`src/rtl/prefetcher_queue_ctrl.sv`:
```
// ---------------------------------------------------------------------------
// prefetcher_queue_ctrl
//
// Scheduler in front of the prefetcherData queue's single request port.
// Four requesters share the one opcode-per-cycle port with fixed priority:
//   DRAM read data (writeResp, 4) > invalidate (1) > CPU lookup (read, 2)
//   > internal stride prefetcher (writeReq, 3).
// The stride prefetch FSM (IDLE -> ISSUE -> WAIT -> CHECK -> AR) allocates a
// queue entry per block, checks the queue's verdict, and only then issues
// the AXI AR for entries the queue accepted.
//
// Ports
//   clk, resetN                      clock, asynchronous active-low reset
//   r_valid/r_addr/r_data, r_ready   DRAM read data for a block (always accepted)
//   inv_valid/inv_addr, inv_ready    invalidate request
//   cpu_valid/cpu_addr, cpu_ready    CPU lookup request
//   trig_valid/trig_addr, trig_ready prefetch trigger (accepted only in IDLE)
//   crs_stride/depth/maxOutstanding  prefetch configuration (sampled live)
//   q_reqOpcode/q_reqAddr/q_reqData  registered request to the queue
//   q_outstandingReqCnt/q_almostFull/q_errorCode  queue status
//   ar_valid/ar_addr, ar_ready       AXI read address channel
//   busy                             prefetch FSM not idle
//   dupSkipCnt                       saturating count of rejected prefetches
// ---------------------------------------------------------------------------
module prefetcher_queue_ctrl #(
    parameter int LOG_QUEUE_SIZE       = 6,
    parameter int LOG_BLOCK_DATA_BYTES = 6,
    parameter int ADDR_BITS            = 64,
    localparam int BLOCK_BITS          = 8 << LOG_BLOCK_DATA_BYTES
) (
    input  logic                      clk,
    input  logic                      resetN,

    input  logic                      r_valid,
    input  logic [ADDR_BITS-1:0]      r_addr,
    input  logic [BLOCK_BITS-1:0]     r_data,
    output logic                      r_ready,

    input  logic                      inv_valid,
    input  logic [ADDR_BITS-1:0]      inv_addr,
    output logic                      inv_ready,

    input  logic                      cpu_valid,
    input  logic [ADDR_BITS-1:0]      cpu_addr,
    output logic                      cpu_ready,

    input  logic                      trig_valid,
    input  logic [ADDR_BITS-1:0]      trig_addr,
    output logic                      trig_ready,

    input  logic [15:0]               crs_stride,
    input  logic [7:0]                crs_depth,
    input  logic [LOG_QUEUE_SIZE:0]   crs_maxOutstanding,

    output logic [2:0]                q_reqOpcode,
    output logic [ADDR_BITS-1:0]      q_reqAddr,
    output logic [BLOCK_BITS-1:0]     q_reqData,
    input  logic [LOG_QUEUE_SIZE:0]   q_outstandingReqCnt,
    input  logic                      q_almostFull,
    input  logic [1:0]                q_errorCode,

    output logic                      ar_valid,
    output logic [ADDR_BITS-1:0]      ar_addr,
    input  logic                      ar_ready,

    output logic                      busy,
    output logic [15:0]               dupSkipCnt
);

    localparam logic [2:0] OP_NOP        = 3'd0;
    localparam logic [2:0] OP_INVALIDATE = 3'd1;
    localparam logic [2:0] OP_READ       = 3'd2;
    localparam logic [2:0] OP_WRITE_REQ  = 3'd3;
    localparam logic [2:0] OP_WRITE_RESP = 3'd4;

    typedef enum logic [2:0] {
        IDLE,
        ISSUE,
        WAIT,
        CHECK,
        AR
    } state_t;

    state_t                  stateReg, stateNext;
    logic [ADDR_BITS-1:0]    nextAddrReg, nextAddrNext;
    logic [ADDR_BITS-1:0]    stepBytesReg, stepBytesNext;
    logic [7:0]              kReg, kNext;
    logic [15:0]             dupSkipCntReg, dupSkipCntNext;

    logic [2:0]              qOpcodeReg, qOpcodeNext;
    logic [ADDR_BITS-1:0]    qAddrReg, qAddrNext;
    logic [BLOCK_BITS-1:0]   qDataReg, qDataNext;

    // Mask that clears the byte-within-block bits of an address.
    logic [ADDR_BITS-1:0]    alignMask;
    genvar gi;
    generate
        for (gi = 0; gi < ADDR_BITS; gi++) begin : gen_align_mask
            assign alignMask[gi] = (gi >= LOG_BLOCK_DATA_BYTES);
        end
    endgenerate

    logic [ADDR_BITS-1:0]    trigBase;
    logic [ADDR_BITS-1:0]    strideSext;
    logic [ADDR_BITS-1:0]    strideBytes;
    logic [8:0]              kPlusOne;
    logic                    doAdvance;

    assign trigBase    = trig_addr & alignMask;
    assign strideSext  = {{(ADDR_BITS-16){crs_stride[15]}}, crs_stride};
    assign strideBytes = strideSext << LOG_BLOCK_DATA_BYTES;
    assign kPlusOne    = {1'b0, kReg} + 9'd1;

    // -----------------------------------------------------------------------
    // Arbitration: readies are purely combinational on the valids.
    // -----------------------------------------------------------------------
    logic rGrant, invGrant, cpuGrant, pfGrant;

    assign r_ready   = 1'b1;
    assign inv_ready = !r_valid;
    assign cpu_ready = !r_valid && !inv_valid;

    assign rGrant   = r_valid;
    assign invGrant = inv_valid && !r_valid;
    assign cpuGrant = cpu_valid && !r_valid && !inv_valid;
    assign pfGrant  = !r_valid && !inv_valid && !cpu_valid
                    && (stateReg == ISSUE) && !q_almostFull
                    && (q_outstandingReqCnt < crs_maxOutstanding);

    // Request register: an idle cycle sends NOP but keeps addr/data so the
    // port does not toggle needlessly.
    always_comb begin
        qOpcodeNext = OP_NOP;
        qAddrNext   = qAddrReg;
        qDataNext   = qDataReg;
        if (rGrant) begin
            qOpcodeNext = OP_WRITE_RESP;
            qAddrNext   = r_addr & alignMask;
            qDataNext   = r_data;
        end else if (invGrant) begin
            qOpcodeNext = OP_INVALIDATE;
            qAddrNext   = inv_addr & alignMask;
        end else if (cpuGrant) begin
            qOpcodeNext = OP_READ;
            qAddrNext   = cpu_addr & alignMask;
        end else if (pfGrant) begin
            qOpcodeNext = OP_WRITE_REQ;
            qAddrNext   = nextAddrReg;
        end
    end

    always_ff @(posedge clk or negedge resetN) begin
        if (!resetN) begin
            qOpcodeReg <= OP_NOP;
            qAddrReg   <= '0;
            qDataReg   <= '0;
        end else begin
            qOpcodeReg <= qOpcodeNext;
            qAddrReg   <= qAddrNext;
            qDataReg   <= qDataNext;
        end
    end

    assign q_reqOpcode = qOpcodeReg;
    assign q_reqAddr   = qAddrReg;
    assign q_reqData   = qDataReg;

    // -----------------------------------------------------------------------
    // Stride prefetch FSM
    // -----------------------------------------------------------------------
    always_ff @(posedge clk or negedge resetN) begin
        if (!resetN) begin
            stateReg      <= IDLE;
            nextAddrReg   <= '0;
            stepBytesReg  <= '0;
            kReg          <= '0;
            dupSkipCntReg <= '0;
        end else begin
            stateReg      <= stateNext;
            nextAddrReg   <= nextAddrNext;
            stepBytesReg  <= stepBytesNext;
            kReg          <= kNext;
            dupSkipCntReg <= dupSkipCntNext;
        end
    end

    always_comb begin
        stateNext      = stateReg;
        nextAddrNext   = nextAddrReg;
        stepBytesNext  = stepBytesReg;
        kNext          = kReg;
        dupSkipCntNext = dupSkipCntReg;
        doAdvance      = 1'b0;

        case (stateReg)
            IDLE: begin
                if (trig_valid && (crs_depth != 8'd0)) begin
                    stepBytesNext = strideBytes;
                    nextAddrNext  = trigBase + strideBytes;
                    kNext         = '0;
                    stateNext     = ISSUE;
                end
            end
            ISSUE: begin
                if (pfGrant) begin
                    stateNext = WAIT;
                end
            end
            // The queue acts on the registered writeReq during this cycle.
            WAIT: begin
                stateNext = CHECK;
            end
            // Only this block issues writeReq, so a nonzero error here is the
            // verdict on our own entry; rejected entries never reach AR.
            CHECK: begin
                if (q_errorCode != 2'd0) begin
                    if (dupSkipCntReg != 16'hFFFF) begin
                        dupSkipCntNext = dupSkipCntReg + 16'd1;
                    end
                    doAdvance = 1'b1;
                end else begin
                    stateNext = AR;
                end
            end
            AR: begin
                if (ar_ready) begin
                    doAdvance = 1'b1;
                end
            end
            default: begin
                stateNext = IDLE;
            end
        endcase

        // ">=" rather than "==" so a depth lowered mid-burst still terminates
        // promptly instead of running until k wraps.
        if (doAdvance) begin
            kNext        = kPlusOne[7:0];
            nextAddrNext = nextAddrReg + stepBytesReg;
            stateNext    = (kPlusOne >= {1'b0, crs_depth}) ? IDLE : ISSUE;
        end
    end

    // ar_addr comes straight from nextAddrReg, which only moves on advance,
    // so it is stable for the whole AR handshake.
    assign ar_valid   = (stateReg == AR);
    assign ar_addr    = nextAddrReg;
    assign busy       = (stateReg != IDLE);
    assign trig_ready = (stateReg == IDLE);
    assign dupSkipCnt = dupSkipCntReg;

endmodule
```
`config.mk`:
```
export PLATFORM = sky130hd
export DESIGN_NAME = prefetcher_queue_ctrl
export DESIGN_NICKNAME = d
export VERILOG_FILES = /design/src/rtl/prefetcher_queue_ctrl.sv
export SDC_FILE = /design/constraint.sdc
export NUM_CORES = 1
export LEC_CHECK = 0
export BUFFER_PORTS_ARGS = -buffer_cell sky130_fd_sc_hd__clkbuf_2
export CORE_AREA = 10 10 566 568
export CTS_CLUSTER_SIZE = 16
export DETAILED_ROUTE_END_ITERATION = 6
export DIE_AREA = 0 0 576 578
export PLACE_DENSITY = 0.32
export SYNTH_ARGS = -nofsm -noshare
export SYNTH_HDL_FRONTEND = slang
export SYNTH_SLANG_ARGS = --single-unit
```
`constraint.sdc`:
```
create_clock -name clk -period 5.12 [get_ports clk]
set_clock_uncertainty 0.15 [all_clocks]
set_input_delay 1.536 -clock clk [delete_from_list [all_inputs] [get_ports clk]]
set_output_delay 1.536 -clock clk [all_outputs]
set_load 0.01 [all_outputs]
```
### After elaboration in Yosys (flattened, before gate mapping)

Index checks and enable logic that the tools add are counted.

| word-level totals | value |
|---|---|
| bits in registers | 686 |
| input port bits | 816 |
| output and inout port bits | 665 |
| logic and storage cells | 70 |

| cells by class | value |
|---|---|
| add/sub/neg operators | 4 |
| magnitude comparators | 2 |
| equality and inequality tests | 9 |
| muxes and demuxes | 23 |
| reductions and logical operators | 24 |

Operators by type and width:

| operator | count |
|---|---|
| two-way mux 64 bit | 7 |
| adder 64 bit | 2 |
| two-way mux 8 bit | 3 |
| two-way mux 3 bit | 6 |
| adder 16 x 1 -> 16 bit (second input constant) | 1 |
| != test 16 bit (second input constant) | 1 |
| case mux 3 bit (5 select lines) | 1 |
| adder 8 x 1 -> 9 bit (second input constant) | 1 |
| >= comparator 9 x 8 -> 1 bit | 1 |
| logical AND 1 bit | 9 |
| nonzero test 8 bit | 1 |
| < comparator 7 bit | 1 |
| equality test 3 x 2 -> 1 bit (second input constant) | 2 |
| != test 3 bit (second input constant) | 2 |
| nonzero test 2 bit | 3 |
| logical NOT 1 bit | 4 |
| two-way mux 2 bit | 2 |
| AND reduction 2 bit | 2 |
| AND reduction 4 bit | 1 |
| nonzero test 4 bit | 1 |
| equality test 3 x 1 -> 1 bit (second input constant) | 1 |
| equality test 3 bit (second input constant) | 1 |
| logical NOT 3 bit | 1 |
| two-way mux 1 bit | 3 |
| 5 further kinds | 5 |

### Depth between registers and ports, before layout

| depth | value |
|---|---|
| depth in word-level cells | 10 |
| depth in mapped cells | 12 |
| mapped depth without buffers | 12 |

### Least setup slack after synthesis

OpenSTA, ideal clock, no wires.

| timing | value |
|---|---|
| path type | input port to flip-flop |
| from | in trig_addr[27] |
| to | reg nextAddrReg[63] (netlist: ar_addr[63]) |
| arrival time | 4,183 ps |
| required time | 4,831 ps |
| setup slack | 648 ps |
| stages on the path | 12 |
| path buffers | 1 |
| cells stage by stage | ha_1 > clkbuf_1 > nand2_1 > o21ai_0 > or2_2 > a311o_1 > and4_1 > o211ai_1 > a21oi_1 > a21oi_1 > mux2i_1 > or4b_1 |

| on the way | value |
|---|---|
| cells in the longest elaborated chain, start to end | 4 |

RTL lines:

| item | line | source |
|---|---|---|
| start, declared | 48 | `input logic [ADDR_BITS-1:0] trig_addr,` |
| adder 64 bit | 199 | `nextAddrNext = trigBase + strideBytes;` |
| two-way mux 64 bit | 197 | `if (trig_valid && (crs_depth != 8'd0)) begin` |
| two-way mux 64 bit | 195 | `case (stateReg)` |
| two-way mux 64 bit | 237 | `if (doAdvance) begin` |
| end signal, assigned | 180 | `nextAddrReg <= nextAddrNext;` |
| end, declared | 85 | `logic [ADDR_BITS-1:0] nextAddrReg, nextAddrNext;` |

Every way passes these cells. The select of a mux whose other input is x is not followed.
A chain may end at the register's enable or synchronous reset.

### Worst setup path after layout

| timing | value |
|---|---|
| from | reg stepBytesReg[21] |
| to | reg nextAddrReg[63] (netlist: ar_addr[63]) |

| on the way | value |
|---|---|
| cells in the longest elaborated chain, start to end | 2 |

RTL lines:

| item | line | source |
|---|---|---|
| start, declared | 86 | `logic [ADDR_BITS-1:0] stepBytesReg, stepBytesNext;` |
| start signal, assigned | 181 | `stepBytesReg <= stepBytesNext;` |
| adder 64 bit | 239 | `nextAddrNext = nextAddrReg + stepBytesReg;` |
| two-way mux 64 bit | 237 |  |

Every way passes these cells.

==> results by stage <==
Run status:
- The flow ran to the end, and the final reports show no timing, DRC or antenna violations.

Cells and area:
- The post-route cell area is a little over 0.05 mm2.
- The total of fill cells in the finished design is around 35,000.
- In the final layout, the share of cells above drive strength 1 is 0.507.
- From synthesis to final layout, the design area changed by 50.8%.
- For this run, the post-layout net count is 5,498.

Placement:
- The count of input and output buffers is roughly 1,400.
- The routability congestion estimate is 0.878.
- The post-DP HPWL is about 260 mm.
- After detailed placement, the total cell area comes to around 0.047 mm2.

Clock tree:
- TritonCTS built the clock tree.
- The clock reaches the later pin of the worst-skew pair after around 730 ps.
- The number of clock buffers added by TritonCTS is roughly 100.
- Counting every sink on the clock net gives 675.
- The post-CTS setup buffer count is 0.
- After clock tree synthesis, the repair step resized 0 gates.
- The CTS root buffer is clkbuf_16.
- Counting along the longest clock path gives a buffer depth of 3.
- Clock-pin slew was measured on the worst setup and hold paths at ~60 ps.
- The H-tree generated during clock tree synthesis spans 3 levels.
- The number of hold buffers added after CTS was 0.

Pwr:
- The worst ir drop on vdd is approximately 0.35 mV.
- The clock power share is 0.315.
- Of the total power, combinational logic draws 0.397.
- The share of total power dissipated in sequential elements is 0.288.
- The total leakage power is ~23 nW.
- The total power is 23.9 mW.
- The switching power is 9.73 mW.
- The switching power share of the total is 0.408.
- Cell internal power was estimated by the tool at around 14 mW.
- The power density relative to cell area is around 470 mW/mm2.

Floorplan:
- The core region is ~0.31 mm2.
- The initial utilization of the core area, before any placement, comes to 0.109.
- The die height is about 580 um.
- The die covers ~0.33 mm2.
- The I/O pin count is between 1,000 and 1,500.
- The initialized floorplan defines 204 standard-cell rows.
- The chip width is approximately 580 um.

Worst hold path:
- The worst min-delay path class is flip-flop to flip-flop.
- The worst hold path depth is 2.
- In this run the most critical hold path is launched from stepBytesReg[6].

Synth:
- The Yosys step of the flow raised 0 warnings.
- The mean area per synthesized cell is about 11 um2.
- The cell area after synthesis is about 0.034 mm2.
- dfrtp_1 is the most common cell in the netlist.
- Yosys mapped a number of flops with a built-in enable equal to 0.
- For this run, the register share of the synthesized area comes to 0.502.
- The number of synthesized register bits is around 680.
- In the synthesized netlist, the number of instances is a little under 3,000.
- The count of distinct cell types in the synthesized netlist is 75.
- The flip-flop cell with the highest count after synthesis is dfrtp_1.
- The cell type contributing the most total cell area after synthesis is dfrtp_1.
- The proportion of register bits with asynchronous set or reset after synthesis is 1.00.
- Of the post-synthesis cell area, the dominant cell type holds 0.502.
- After synthesis, the cell types taking the most area are dfrtp_1 (50%), mux2_2 (17%), ha_1 (4.8%), a21oi_1 (3.5%), nand2_1 (2.2%).
- Sorting the synthesized cells by how often they occur yields dfrtp_1 (675), mux2_2 (514), a21oi_1 (236), nand2_1 (199), nor2_1 (191).

Global route:
- The initial antenna violation count is approximately 340.
- The pin count of the biggest net entering global routing is approximately 140.
- The via count of the first global-routing pass is about 33,000.
- The total routing resource utilization after global routing is 0.166.
- The first-pass GRT wire length is 364 mm.
- The sum of overflow across all layers after global routing is 0.

Critical path:
- STA classifies the critical path endpoint as a flip-flop.
- At the worst endpoint, the arrival time is between 4000 and 5000 ps.
- In this run the worst setup path begins at stepBytesReg[21].
- In this run the worst path has a maximum fanout of 29.
- The length in cells of the worst reg-to-reg path is 12.
- By startpoint and endpoint, the worst setup path is classified as flip-flop to flip-flop.
- STA classifies the critical path startpoint as a flip-flop.
- The critical path ends at ar_addr[63].
- The critical register-to-register path startpoint is stepBytesReg[21].
- In this run the critical register-to-register path is captured at ar_addr[63].
- The required arrival time at the worst endpoint is about 5500 ps.
- Across all register-to-register paths, the minimum setup slack is around 660 ps.

Timing:
- The final total negative setup slack is 0 ps.
- The worst path needs 4460 ps of the cycle, external delays included.
- The transition time of the tightest slew-check pin is 980 ps.
- The highest clock frequency the design can meet is 224 MHz.
- The hold violation total from the final report is 0.
- The total count of max-transition violations in the final report is 0.
- Hold timing on the final database bottoms out at a slack of approximately 340 ps.
- Setup violations remaining at the end of the flow were counted as 0.
- Setup repair after global routing left no endpoint under its margin.
- The share of the clock period used by the worst path is 0.872.
- In this run the tightest slew margin relative to its limit is 0.346.

Drt:
- The total wirelength of the detailed-routed design is between 200 and 300 mm.
- The average wire per cell in the routed design is around 33 um.
- The count of routing violations after the opening detailed-route iteration is around 2,300.
- The vias per cell is roughly 3.7.
- For this run, the detailed router's first-pass iteration total came to 5.
- The count of nets left with antenna violations after detail routing is 0.
- The routed layout has about 33,000 vias.
- In the routed design, unresolved DRC markers number 0.

Job:
- The tool flagged a number of max-cap violations equal to 0.
## worst min path at each step
| stage | end |
|---|---|
| final | stepBytesReg[6] |
| after global routing | stepBytesReg[12] |
| after CTS | stepBytesReg[12] |
| after global placement | stepBytesReg[6] |
| after floorplan | stateReg[1] |
| after detailed placement | stepBytesReg[10] |
## power by group through the flow
stage	sequential, mW	combinational (mW)	clock [mW]
after floorplan	7.07	4.85	0
after global placement	6.98	9.66	0
after detailed placement	7.00	9.59	0
after CTS	6.91	9.66	7.81
after global routing	7.00	10.4	7.98
final	6.88	9.47	7.51
## per-stage QoR
stage,std cells,worst slack [ps],util
4_1_cts,8754,721,0.164
3_5_place_dp,8570,0.927,0.153
6_report,8816,656,0.164
5_1_grt,8772,411,0.164
2_1_floorplan,2983,648,-
3_3_place_gp,8570,-82.8,0.153
## layout make-up
type	count	area, um2	area share
sequential	675	16900	0.333
multi-input combinational	2081	15900	0.313
timing repair buffer	1638	8890	0.175
tap	4120	5150	0.102
clock buffer	142	2890	0.0569
clock inverter	42	626	0.0123
inverter	56	210	0.00415
antenna	62	155	0.00306
## flip-flops by register name, indices dropped and copies added (netlist names)
signal        flops
ar_addr          58
stateReg          3
kReg              8
q_reqAddr        59
dupSkipCnt       16
stepBytesReg     16
q_reqOpcode       3
q_reqData       512
## cell usage in the layout, fill, tap and decap left out, types with 21 or more instances in the layout
master     instances
clkbuf_2        1446
dfrtp_1          675
mux2_2           514
a21oi_1          236
nand2_1          197
nor2_1           189
buf_4            173
o21ai_0          139
ha_1             130
clkbuf_16         98
xnor2_1           63
diode_2           62
a21o_1            59
inv_1             56
xor2_1            53
a22oi_1           46
a221oi_1          44
nand3_1           41
nand4_1           35
a31oi_1           31
o22ai_1           27
clkbuf_8          27
a221o_1           21
## per-layer routing
metal	share of wire	global-route usage	wire length, um	up-vias
met2	0.49	0.288	142000	1714
met4	0.031	0.0381	8890	106
li1	-	-	-	14200
met1	0.35	0.176	102000	16000
met5	0.0023	0	673	-
met3	0.13	0.0904	37900	641
## cells by family after synthesis
family | Yosys count | share of synthesized area
xor gates and xnor gates | 116 | 0.0302
buffers and inverters | 227 | 0.0277
AOI/OAI and AO/OA | 737 | 0.140
and+or+nand+nor | 572 | 0.0769
DFF | 675 | 0.502
adders and majority gates | 132 | 0.0495
other | 2 | 0.000223
muxes | 517 | 0.173
## critical path, cell delays in order (launching register included)
cell and delay [ps]:
dfrtp_1 830, buf_4 490, ha_1 370, a21o_1 240, a21o_1 180, a21o_1 190
a211oi_1 340, o21ai_0 210, a31oi_1 320, a211o_1 210, and4_1 230, nor4_1 50
or4b_1 480
(Power assumes the default switching activity.)
